$ cat src/rtl/noc_pkg.sv
// Shared NOC types: next-hop address codes, transmitter FSM states and
// packet-length helpers used by the next-hop packet transmitter.
package noc_pkg;

    typedef logic [2:0] nhr_addr_t;

    localparam nhr_addr_t NHR_N     = 3'b000;
    localparam nhr_addr_t NHR_E     = 3'b001;
    localparam nhr_addr_t NHR_S     = 3'b010;
    localparam nhr_addr_t NHR_NONE  = 3'b011;
    localparam nhr_addr_t NHR_W     = 3'b100;
    localparam nhr_addr_t NHR_LOCAL = 3'b101;

    localparam int PKT_LEN_W = 4;

    typedef enum logic [1:0] {
        PT_IDLE,
        PT_REQ,
        PT_SEND
    } pt_state_e;

    // A header length of zero still carries the header itself, so it counts as one flit.
    function automatic logic [PKT_LEN_W-1:0] pkt_len_load(input logic [PKT_LEN_W-1:0] field);
        return (field == '0) ? PKT_LEN_W'(1) : field;
    endfunction

endpackage

$ cat src/rtl/nhr_port_decoder.sv
// Decodes a next-hop register address into a one-hot output-port vector;
// NONE and the unused codes decode to all zeros.
module nhr_port_decoder
    import noc_pkg::*;
#(
    parameter int NUM_OUT = 5
) (
    input  logic [2:0]         addr_i,
    output logic [NUM_OUT-1:0] onehot_o
);

    always_comb begin
        // NOTE: default every combinational output first so no path infers a latch.
        onehot_o = '0;
        case (addr_i)
            NHR_N:     onehot_o[0] = 1'b1;
            NHR_E:     onehot_o[1] = 1'b1;
            NHR_S:     onehot_o[2] = 1'b1;
            NHR_W:     onehot_o[3] = 1'b1;
            NHR_LOCAL: onehot_o[4] = 1'b1;
            default:   onehot_o    = '0;
        endcase
    end

endmodule

$ cat src/rtl/nexthop_packet_transmitter.sv
// Requests the output named by the next-hop register and streams one packet to it.
// Optional packet/flit statistics counters are built when PT_STATS_EN is defined.
module nexthop_packet_transmitter
    import noc_pkg::*;
#(
    parameter int FLIT_WIDTH = 32,
    parameter int LEN_LSB    = 0,
    parameter int NUM_OUT    = 5
) (
    input  logic                  clk,
    input  logic                  reset,
    input  logic [2:0]            nhr_address_i,
    input  logic                  ib_empty_i,
    input  logic [FLIT_WIDTH-1:0] ib_data_i,
    output logic                  ib_read_o,
    output logic [NUM_OUT-1:0]    req_o,
    input  logic [NUM_OUT-1:0]    grant_i,
    output logic                  out_valid_o,
    output logic [FLIT_WIDTH-1:0] out_data_o,
    input  logic                  out_ready_i,
    output logic                  pt_almost_done_o,
    output logic                  pt_busy_o
`ifdef PT_STATS_EN
    ,
    output logic [15:0]           pkt_count_o,
    output logic [15:0]           flit_count_o
`endif
);

    pt_state_e              state_q, state_d;
    logic [NUM_OUT-1:0]     port_q, port_d;
    logic [PKT_LEN_W-1:0]   remaining_q, remaining_d;
    logic [NUM_OUT-1:0]     addr_onehot;
    logic                   grant_hit;
    logic                   xfer;

    nhr_port_decoder #(
        .NUM_OUT (NUM_OUT)
    ) u_decoder (
        .addr_i   (nhr_address_i),
        .onehot_o (addr_onehot)
    );

    assign grant_hit  = |(grant_i & port_q);
    assign out_data_o = ib_data_i;
    assign pt_busy_o  = (state_q != PT_IDLE);

    always_ff @(posedge clk or negedge reset) begin
        if (!reset) begin
            state_q     <= PT_IDLE;
            port_q      <= '0;
            remaining_q <= '0;
        end else begin
            // NOTE: sequential state uses non-blocking assignments so all registers update together.
            state_q     <= state_d;
            port_q      <= port_d;
            remaining_q <= remaining_d;
        end
    end

    always_comb begin
        state_d          = state_q;
        port_d           = port_q;
        remaining_d      = remaining_q;
        req_o            = '0;
        out_valid_o      = 1'b0;
        ib_read_o        = 1'b0;
        pt_almost_done_o = 1'b0;
        xfer             = 1'b0;

        case (state_q)
            PT_IDLE: begin
                if ((|addr_onehot) && !ib_empty_i) begin
                    state_d     = PT_REQ;
                    port_d      = addr_onehot;
                    remaining_d = pkt_len_load(ib_data_i[LEN_LSB +: PKT_LEN_W]);
                end
            end
            PT_REQ: begin
                req_o = port_q;
                if (grant_hit) begin
                    state_d = PT_SEND;
                end
            end
            PT_SEND: begin
                // Request stays up for the whole packet so the arbiter keeps the wormhole locked.
                req_o       = port_q;
                out_valid_o = !ib_empty_i && grant_hit;
                xfer        = out_valid_o && out_ready_i;
                ib_read_o   = xfer;
                if (xfer) begin
                    remaining_d = remaining_q - 1'b1;
                    if (remaining_q == PKT_LEN_W'(1)) begin
                        pt_almost_done_o = 1'b1;
                        state_d          = PT_IDLE;
                    end
                end
            end
            default: begin
                state_d = PT_IDLE;
            end
        endcase
    end

`ifdef PT_STATS_EN
    logic [15:0] pkt_count_q;
    logic [15:0] flit_count_q;

    always_ff @(posedge clk or negedge reset) begin
        if (!reset) begin
            pkt_count_q  <= '0;
            flit_count_q <= '0;
        end else begin
            if (pt_almost_done_o && (pkt_count_q != 16'hFFFF)) begin
                pkt_count_q <= pkt_count_q + 16'd1;
            end
            if (xfer && (flit_count_q != 16'hFFFF)) begin
                flit_count_q <= flit_count_q + 16'd1;
            end
        end
    end

    assign pkt_count_o  = pkt_count_q;
    assign flit_count_o = flit_count_q;
`endif

endmodule
$ cat config.mk
export PLATFORM = sky130hd
export DESIGN_NAME = nexthop_packet_transmitter
export DESIGN_NICKNAME = d
export VERILOG_FILES = /design/src/rtl/noc_pkg.sv /design/src/rtl/nhr_port_decoder.sv /design/src/rtl/nexthop_packet_transmitter.sv
export SDC_FILE = /design/constraint.sdc
export NUM_CORES = 1
export LEC_CHECK = 0
export BUFFER_PORTS_ARGS = -buffer_cell sky130_fd_sc_hd__clkbuf_2
export CAP_MARGIN = 30
export CORE_MARGIN = 1.5
export CORE_UTILIZATION = 40
export CTS_BUF_LIST = sky130_fd_sc_hd__clkbuf_4 sky130_fd_sc_hd__clkbuf_8
export CTS_CLUSTER_SIZE = 14
export DETAILED_ROUTE_END_ITERATION = 10
export PLACE_DENSITY = 0.82
export SYNTH_ARGS = -nofsm -noshare
export SYNTH_HDL_FRONTEND = slang
export SYNTH_SLANG_ARGS = --single-unit
$ cat constraint.sdc
create_clock -name clk -period 2.3 [get_ports clk]
set_input_delay 0.46 -clock clk [delete_from_list [all_inputs] [get_ports clk]]
set_output_delay 0.46 -clock clk [all_outputs]
set_load 0.02 [all_outputs]
==> insert_results.sql, run 1 <==
INSERT INTO impl_metrics (metric_group, metric, value, unit) VALUES
('logic_synthesis', 'synth_top_area_cell', 'sky130_fd_sc_hd__dfrtp_1', ''),
('critical_path', 'worstPathRequired', '1.84', 'ns'),
('timing', 'period_needed', '2.20', 'ns'),
('timing', 'finalCritPeriodShare', '95.8', '%'),
('logic_synthesis', 'yosys_most_used_dff', 'sky130_fd_sc_hd__dfrtp_1', ''),
('logic_synthesis', 'ys_seq_elements', '11', ''),
('place', 'detailedPlacementHpwl', '1.74', 'mm'),
('routing', 'route.antenna.remaining_nets', '0', ''),
('power', 'p_per_area', '1330', 'mW/mm2'),
('critical_path', 'worst_r2r_endpoint', 'state_q[0]$_DFFE_PN0P_', ''),
('routing', 'drt_pass1_iterations', '4', ''),
('timing', 'report.final.setup_viol', '0', ''),
('routing', 'route.vias.total', '852', ''),
('critical_path', 'reg2reg_depth', '6', ''),
('critical_path', 'critical_path.cell_chain', 'inv_2, ha_1, or3b_1, nor4_1, buf_2', ''),
('clock_network', 'tritoncts.num_buffers', '3', ''),
('die', 'design.die.area', '0.00297', 'mm2'),
('die', 'chipWidth', '54.5', 'um'),
('final_layout', 'most-common-layout-cells', 'sky130_fd_sc_hd__clkbuf_2, sky130_fd_sc_hd__dfrtp_1, sky130_fd_sc_hd__inv_1, sky130_fd_sc_hd__and2_1, sky130_fd_sc_hd__ha_1', ''),
('critical_path', 'cpMaxStageDelayCell', 'sky130_fd_sc_hd__dfrtp_1', ''),
('power', 'worst_vdd_ir', '0.693', 'mV'),
('timing', 'worst_clock_skew', '0.00351', 'ns'),
('place', 'portBuffers', '28', ''),
('global_routing', 'grt_util_all_layers', '15.5', '%'),
('die', 'core', '0.00250', 'mm2'),
('timing', 'slew_viol_final', '0', ''),
('job', 'cap_viol_max_count', '0', ''),
('routing', 'vias_per_cell', '5.57', ''),
('timing', 'hold_ws', '0.0568', 'ns'),
('die', 'die_span_y', '54.5', 'um'),
('final_layout', 'layout-drive-gt1-share', '30.9', '%'),
('timing', 'clock.fmax', '454', 'MHz'),
('routing', 'route.detailed.drc', '0', ''),
('timing', 'max_slew.worst_pin.slew', '0.599', 'ns'),
('clock_network', 'cts_sinks', '11', ''),
('clock_network', 'cts_hold_repair.buffers', '0', ''),
('clock_network', 'cts_tree', 'yes', ''),
('logic_synthesis', 'edff_count_synth', '0', ''),
('logic_synthesis', 'synth_instances', '122', ''),
('critical_path', 'critical_register_to_register_path_startpoint', 'state_q[0]$_DFFE_PN0P_', ''),
('timing', 'final_hold_viol_count', '0', ''),
('clock_network', 'clk_latency', '0.27', 'ns'),
('logic_synthesis', 'synth.distinct_cells', '37', ''),
('logic_synthesis', 'synthesized_area_divided_by_synthesized_cell_count', '8.69', 'um2'),
('global_routing', 'overflow', '0', ''),
('final_layout', 'n_fill_cell', '257', ''),
('timing', 'timing.max_slew.rel_slack', '59.7', '%'),
('die', 'ios', '85', ''),
('critical_path', 'timing.critical_path.fanout_max', '4', ''),
('die', 'std_cell_rows', '18', ''),
('critical_path', 'cpPeakStageDelay', '0.42', 'ns'),
('global_routing', 'maximum_number_of_pins_on_one_net_before_global_route_repair', '12', ''),
('logic_synthesis', 'top_area_cell_type_share_of_the_netlist_area', '26.0', '%'),
('critical_path', 'worst_ep_arrival_time', '1.74', 'ns'),
('logic_synthesis', 'syn-num-nets', '172', ''),
('critical_path', 'crit_path_start_kind', 'flop', ''),
('routing', 'detail_route.iter0.violations', '14', ''),
('clock_network', 'clock_tree_root', 'sky130_fd_sc_hd__clkbuf_4', ''),
('logic_synthesis', 'post_synth_instance_area', '0.00106', 'mm2'),
('critical_path', 'timing.critical_path.buf_inv', '2', ''),
('global_routing', 'via_count_of_the_first_global_routing_pass', '777', ''),
('final_layout', 'synthToLayoutAreaGrowth', '-2.01', '%'),
('logic_synthesis', 'synthesis.yosys.warnings', '0', ''),
('global_routing', 'global_route_wire_length_before_repair', '3.34', 'mm'),
('status', 'run_status', 'completed', ''),
('final_layout', 'post-route-util', '41.5', '%'),
('clock_network', 'cts.path.max_buffers', '2', ''),
('critical_path', 'critical-path-top-delay-family', 'simple AND/OR/NAND/NOR gates', ''),
('timing', 'setup_total_negative_slack', '0', 'ns'),
('critical_path', 'crit_path_end_kind', 'output port', ''),
('global_routing', 'grt_antenna_before_repair', '0', '');
-- area by class of cell --
type                    count  area [um2]  area share [%]
multi-input cells          71         514            49.5
inverters                   7        26.3            2.53
well taps                  30        37.5            3.61
clock buffers               4        30.0            2.89
repair buffers             30         155            14.9
flip-flops and latches     11         275            26.5
-- state kept, by name, indices dropped and copies added (netlist names) --
register,cells
port_q,5
remaining_q,4
state_q,2
-- through the flow --
stage	worst slack, ns	cells	total power [W]	instance area [um2]
floorplan	0.172	122	0.00106	1060
global placement	0.352	149	0.00120	1010
detailed placement	0.304	149	0.00123	1010
CTS	0.0552	153	0.00138	1040
global route	0.0314	153	0.00150	1040
finish	0.0963	153	0.00138	1040
-- metal layers --
layer	track usage (%)	wire (um)	up-vias
li1	-	-	409
met1	18.0	957	398
met2	25.5	975	39
met3	4.92	195	6
met4	7.50	23	0
met5	0	0	-
-- logic make-up after synthesis --
logic type	after synthesis	share of synthesized area, %
flops	11	26.0
buf+inv	40	25.5
fa+ha+maj	6	7.08
mux	5	4.84
compound gates	26	19.0
simple gates	34	17.6
-- synthesized netlist by cell type, types with 2 or more instances --
library cell,count
sky130_fd_sc_hd__nor4_1,3
sky130_fd_sc_hd__a211o_1,2
sky130_fd_sc_hd__nor3_1,4
sky130_fd_sc_hd__nand2_1,5
sky130_fd_sc_hd__mux2i_1,4
sky130_fd_sc_hd__nand3_1,2
sky130_fd_sc_hd__dfrtp_1,11
sky130_fd_sc_hd__and2_1,6
sky130_fd_sc_hd__nor2b_1,3
sky130_fd_sc_hd__nand2b_1,2
sky130_fd_sc_hd__inv_1,7
sky130_fd_sc_hd__o21ai_0,3
sky130_fd_sc_hd__a221oi_1,2
sky130_fd_sc_hd__ha_1,6
sky130_fd_sc_hd__nor2_1,5
sky130_fd_sc_hd__a21oi_1,5
sky130_fd_sc_hd__buf_4,32
-- what timing repair did --
| item | 4_1_cts | 5_1_grt |
|---|---|---|
| gates resized for setup | 0 | 2 |
| setup buffers | 0 | 0 |
| setup endpoints to repair | 0 | 1 |
-- worst reg2reg max path, stage by stage, from the launching register on --
cell and delay, ns:
sky130_fd_sc_hd__dfrtp_1 0.37, sky130_fd_sc_hd__inv_1 0.08, sky130_fd_sc_hd__ha_1 0.31, sky130_fd_sc_hd__o211ai_1 0.28, sky130_fd_sc_hd__nand2_1 0.27, sky130_fd_sc_hd__a221oi_2 0.26
sky130_fd_sc_hd__mux2_1 0.34
-- worst max-delay path by stage --
| stage | to | startpoint | slack, ns | cells past startpoint |
|---|---|---|---|---|
| after floorplan | pt_almost_done_o | remaining_q[1]$_DFFE_PN0P_ | 0.17 | 4 |
| after global placement | pt_almost_done_o | remaining_q[1]$_DFFE_PN0P_ | 0.35 | 5 |
| after detailed placement | state_q[0]$_DFFE_PN0P_ | remaining_q[1]$_DFFE_PN0P_ | 0.30 | 6 |
| after CTS | pt_almost_done_o | remaining_q[1]$_DFFE_PN0P_ | 0.06 | 5 |
| after global routing | pt_almost_done_o | remaining_q[1]$_DFFE_PN0P_ | 0.03 | 5 |
| final | pt_almost_done_o | remaining_q[1]$_DFFE_PN0P_ | 0.1 | 5 |
-- report_power, final --
group	switching, W	internal [W]	total [W]	leakage [nW]
Combinational	0.000495	0.000358	0.000853	0.351
Clock	0.0000659	0.0000789	0.000145	0.0184
Sequential	0.0000847	0.000294	0.000379	0.133
Total	0.000646	0.000731	0.00138	0.503
Note: power is estimated with default switching activity, not from simulation.
==> inputs of run 2 (changes only) <==
--- a/config.mk
+++ b/config.mk
@@ -12,7 +12,7 @@
 export CTS_BUF_LIST = sky130_fd_sc_hd__clkbuf_4 sky130_fd_sc_hd__clkbuf_8
 export CTS_CLUSTER_SIZE = 14
 export DETAILED_ROUTE_END_ITERATION = 10
-export PLACE_DENSITY = 0.82
+export PLACE_DENSITY = 0.93
 export SYNTH_ARGS = -nofsm -noshare
 export SYNTH_HDL_FRONTEND = slang
 export SYNTH_SLANG_ARGS = --single-unit
==> insert_results.sql, run 2 (same netlist as run 1, synthesis figures left out) <==
INSERT INTO impl_metrics (metric_group, metric, value, unit) VALUES
('final_layout', 'most-common-layout-cells', 'sky130_fd_sc_hd__clkbuf_2, sky130_fd_sc_hd__dfrtp_1, sky130_fd_sc_hd__inv_1', ''),
('global_routing', 'overflow', '0', ''),
('die', 'core', '0.00250', 'mm2'),
('clock_network', 'cts_sinks', '11', ''),
('routing', 'drt-wirelength-per-cell', '14.9', 'um'),
('power', 'power_leakage', '0.508', 'nW'),
('job', 'cap_viol_max_count', '0', ''),
('timing', 'timing.max_slew.rel_slack', '64.3', '%'),
('die', 'die_span_y', '54.5', 'um'),
('global_routing', 'global_route_wire_length_before_repair', '3.57', 'mm'),
('timing', 'report.final.setup_viol', '0', ''),
('power', 'p_per_area', '1330', 'mW/mm2'),
('clock_network', 'cts.reportedPaths.clkPinSlew', '0.08', 'ns'),
('global_routing', 'met3_usage', '5.74', '%'),
('critical_path', 'critical_register_to_register_path_startpoint', 'remaining_q[1]$_DFFE_PN0P_', ''),
('die', 'design.die.area', '0.00297', 'mm2'),
('die', 'chipWidth', '54.5', 'um'),
('clock_network', 'cts_tree', 'yes', ''),
('timing', 'final_hold_viol_count', '0', ''),
('routing', 'route.antenna.remaining_nets', '0', ''),
('place', 'routabilityCongestion', '0.891', ''),
('timing', 'finalCritPeriodShare', '94.8', '%'),
('clock_network', 'tritoncts.num_buffers', '3', ''),
('routing', 'route.detailed.drc', '0', ''),
('timing', 'slew_viol_final', '0', ''),
('global_routing', 'grt_antenna_before_repair', '0', ''),
('final_layout', 'layout-drive-gt1-share', '31.5', '%'),
('timing', 'setup_total_negative_slack', '0', 'ns'),
('min_path', 'worstHoldPathType', 'primary input to async pin', ''),
('die', 'ios', '85', ''),
('clock_network', 'clock_tree_root', 'sky130_fd_sc_hd__clkbuf_4', ''),
('timing', 'worst_clock_skew', '0.00222', 'ns'),
('final_layout', 'reg_top3', 'port_q: 5 flops, remaining_q: 4 flops, state_q: 2 flops', ''),
('place', 'portBuffers', '28', ''),
('timing', 'clock.fmax', '459', 'MHz'),
('critical_path', 'crit_path_end_kind', 'output port', ''),
('die', 'std_cell_rows', '18', ''),
('critical_path', 'worst_r2r_endpoint', 'state_q[0]$_DFFE_PN0P_', ''),
('timing', 'rsz_0062_raised_after_global_routing', 'false', ''),
('critical_path', 'worstPathRequired', '1.84', 'ns'),
('critical_path', 'setup.reg_to_reg.worst_slack', '0.30', 'ns'),
('critical_path', 'crit_path_start_kind', 'flop', ''),
('place', 'detailedPlacementHpwl', '1.76', 'mm'),
('global_routing', 'gr-usage-met1', '18.0', '%'),
('global_routing', 'global_route.usage.met2', '30.7', '%'),
('global_routing', 'maximum_number_of_pins_on_one_net_before_global_route_repair', '12', ''),
('place', 'preCtsSetupSlack', '0.270', 'ns'),
('die', 'initial_utilization', '42.4', '%'),
('routing', 'drt_pass1_iterations', '4', ''),
('power', 'worst_vdd_ir', '0.639', 'mV'),
('final_layout', 'flip_flop_count_of_the_largest_register_all_copies_and_words_added', '5', ''),
('final_layout', 'n_fill_cell', '257', ''),
('clock_network', 'clk_latency', '0.28', 'ns'),
('final_layout', 'synthToLayoutAreaGrowth', '-0.708', '%'),
('final_layout', 'antennaDiodeCount', '0', ''),
('global_routing', 'gr-max-usage-layer', 'met2', ''),
('timing', 'final_critical_path_setup_slack', '0.120', 'ns'),
('critical_path', 'worst_ep_arrival_time', '1.72', 'ns'),
('timing', 'max_slew.worst_pin.slew', '0.532', 'ns'),
('critical_path', 'timing_worst_setup_path_type', 'flop to output port', ''),
('routing', 'totalWireLength', '2.30', 'mm'),
('routing', 'detail_route.iter0.violations', '14', ''),
('critical_path', 'reg2reg_depth', '6', ''),
('global_routing', 'via_count_of_the_first_global_routing_pass', '813', ''),
('global_routing', 'grt_util_all_layers', '16.4', '%'),
('status', 'run_status', 'completed', ''),
('final_layout', 'layout.cells.most_common', 'sky130_fd_sc_hd__clkbuf_2', ''),
('critical_path', 'timing.critical_path.fanout_max', '3', ''),
('routing', 'vias_per_cell', '5.64', ''),
('clock_network', 'clock_tree.htree_level_count', '1', ''),
('final_layout', 'top_register', 'port_q', ''),
('routing', 'route.vias.total', '868', ''),
('final_layout', 'final_layout_net_count', '175', ''),
('timing', 'period_needed', '2.18', 'ns'),
('clock_network', 'cts.path.max_buffers', '2', '');
## run 2: worst max path at each step
stage	endpoint	startpoint	slack, ns	depth (start not counted)
after floorplan	pt_almost_done_o	remaining_q[1]$_DFFE_PN0P_	0.17	4
final	pt_almost_done_o	remaining_q[1]$_DFFE_PN0P_	0.12	5
after global routing	pt_almost_done_o	remaining_q[1]$_DFFE_PN0P_	0.08	5
after global placement	pt_almost_done_o	remaining_q[1]$_DFFE_PN0P_	0.34	5
after CTS	pt_almost_done_o	remaining_q[1]$_DFFE_PN0P_	0.05	5
after detailed placement	pt_almost_done_o	remaining_q[1]$_DFFE_PN0P_	0.27	5
## run 2: cell type report
class                   count  area, um2  area share [%]
multi-input cells          71        520            49.5
clock inverters             1       5.00           0.476
clock buffers               3       22.5            2.14
flip-flops and latches     11        275            26.2
inverters                   7       26.3            2.50
repair buffers             31        165            15.7
well taps                  30       37.5            3.57
## run 2: critical path: stages (launching register included)
cell	delay (ns)
sky130_fd_sc_hd__dfrtp_1	0.39
sky130_fd_sc_hd__inv_1	0.10
sky130_fd_sc_hd__ha_1	0.16
sky130_fd_sc_hd__or3b_1	0.39
sky130_fd_sc_hd__nor4_2	0.21
sky130_fd_sc_hd__buf_4	0.20
## run 2: power by group
part	switching, W	leakage [nW]	internal [W]	total (W)
Sequential	0.0000840	0.133	0.000294	0.000378
Clock	0.0000754	0.0177	0.0000645	0.000140
Combinational	0.000509	0.357	0.000369	0.000877
Total	0.000668	0.508	0.000727	0.00139
## run 2: metal layers
layer,vias to the layer above,routed length (um)
li1,413,-
met5,-,0
met3,6,194
met2,45,1150
met4,0,12
met1,404,941
## run 2: stage by stage
step	cells	total power (W)	cell area [um2]	hold slack (ns)	util, %
after floorplan	122	0.00106	1060	0.164	-
after global placement	149	0.00121	1010	0.351	40.3
after detailed placement	149	0.00124	1010	0.356	40.3
after CTS	154	0.00139	1050	0.0532	42.1
after global routing	154	0.00153	1050	0.0683	42.1
final	154	0.00139	1050	0.0505	42.1
## run 2: repair_timing
item                       in CTS  in global routing
setup endpoints to repair       1                  1
hold buffers                    0                  0
gates cloned                    0                  0
buffers inserted                1                  0
pin swaps                       0                  1
resized for setup               2                  1
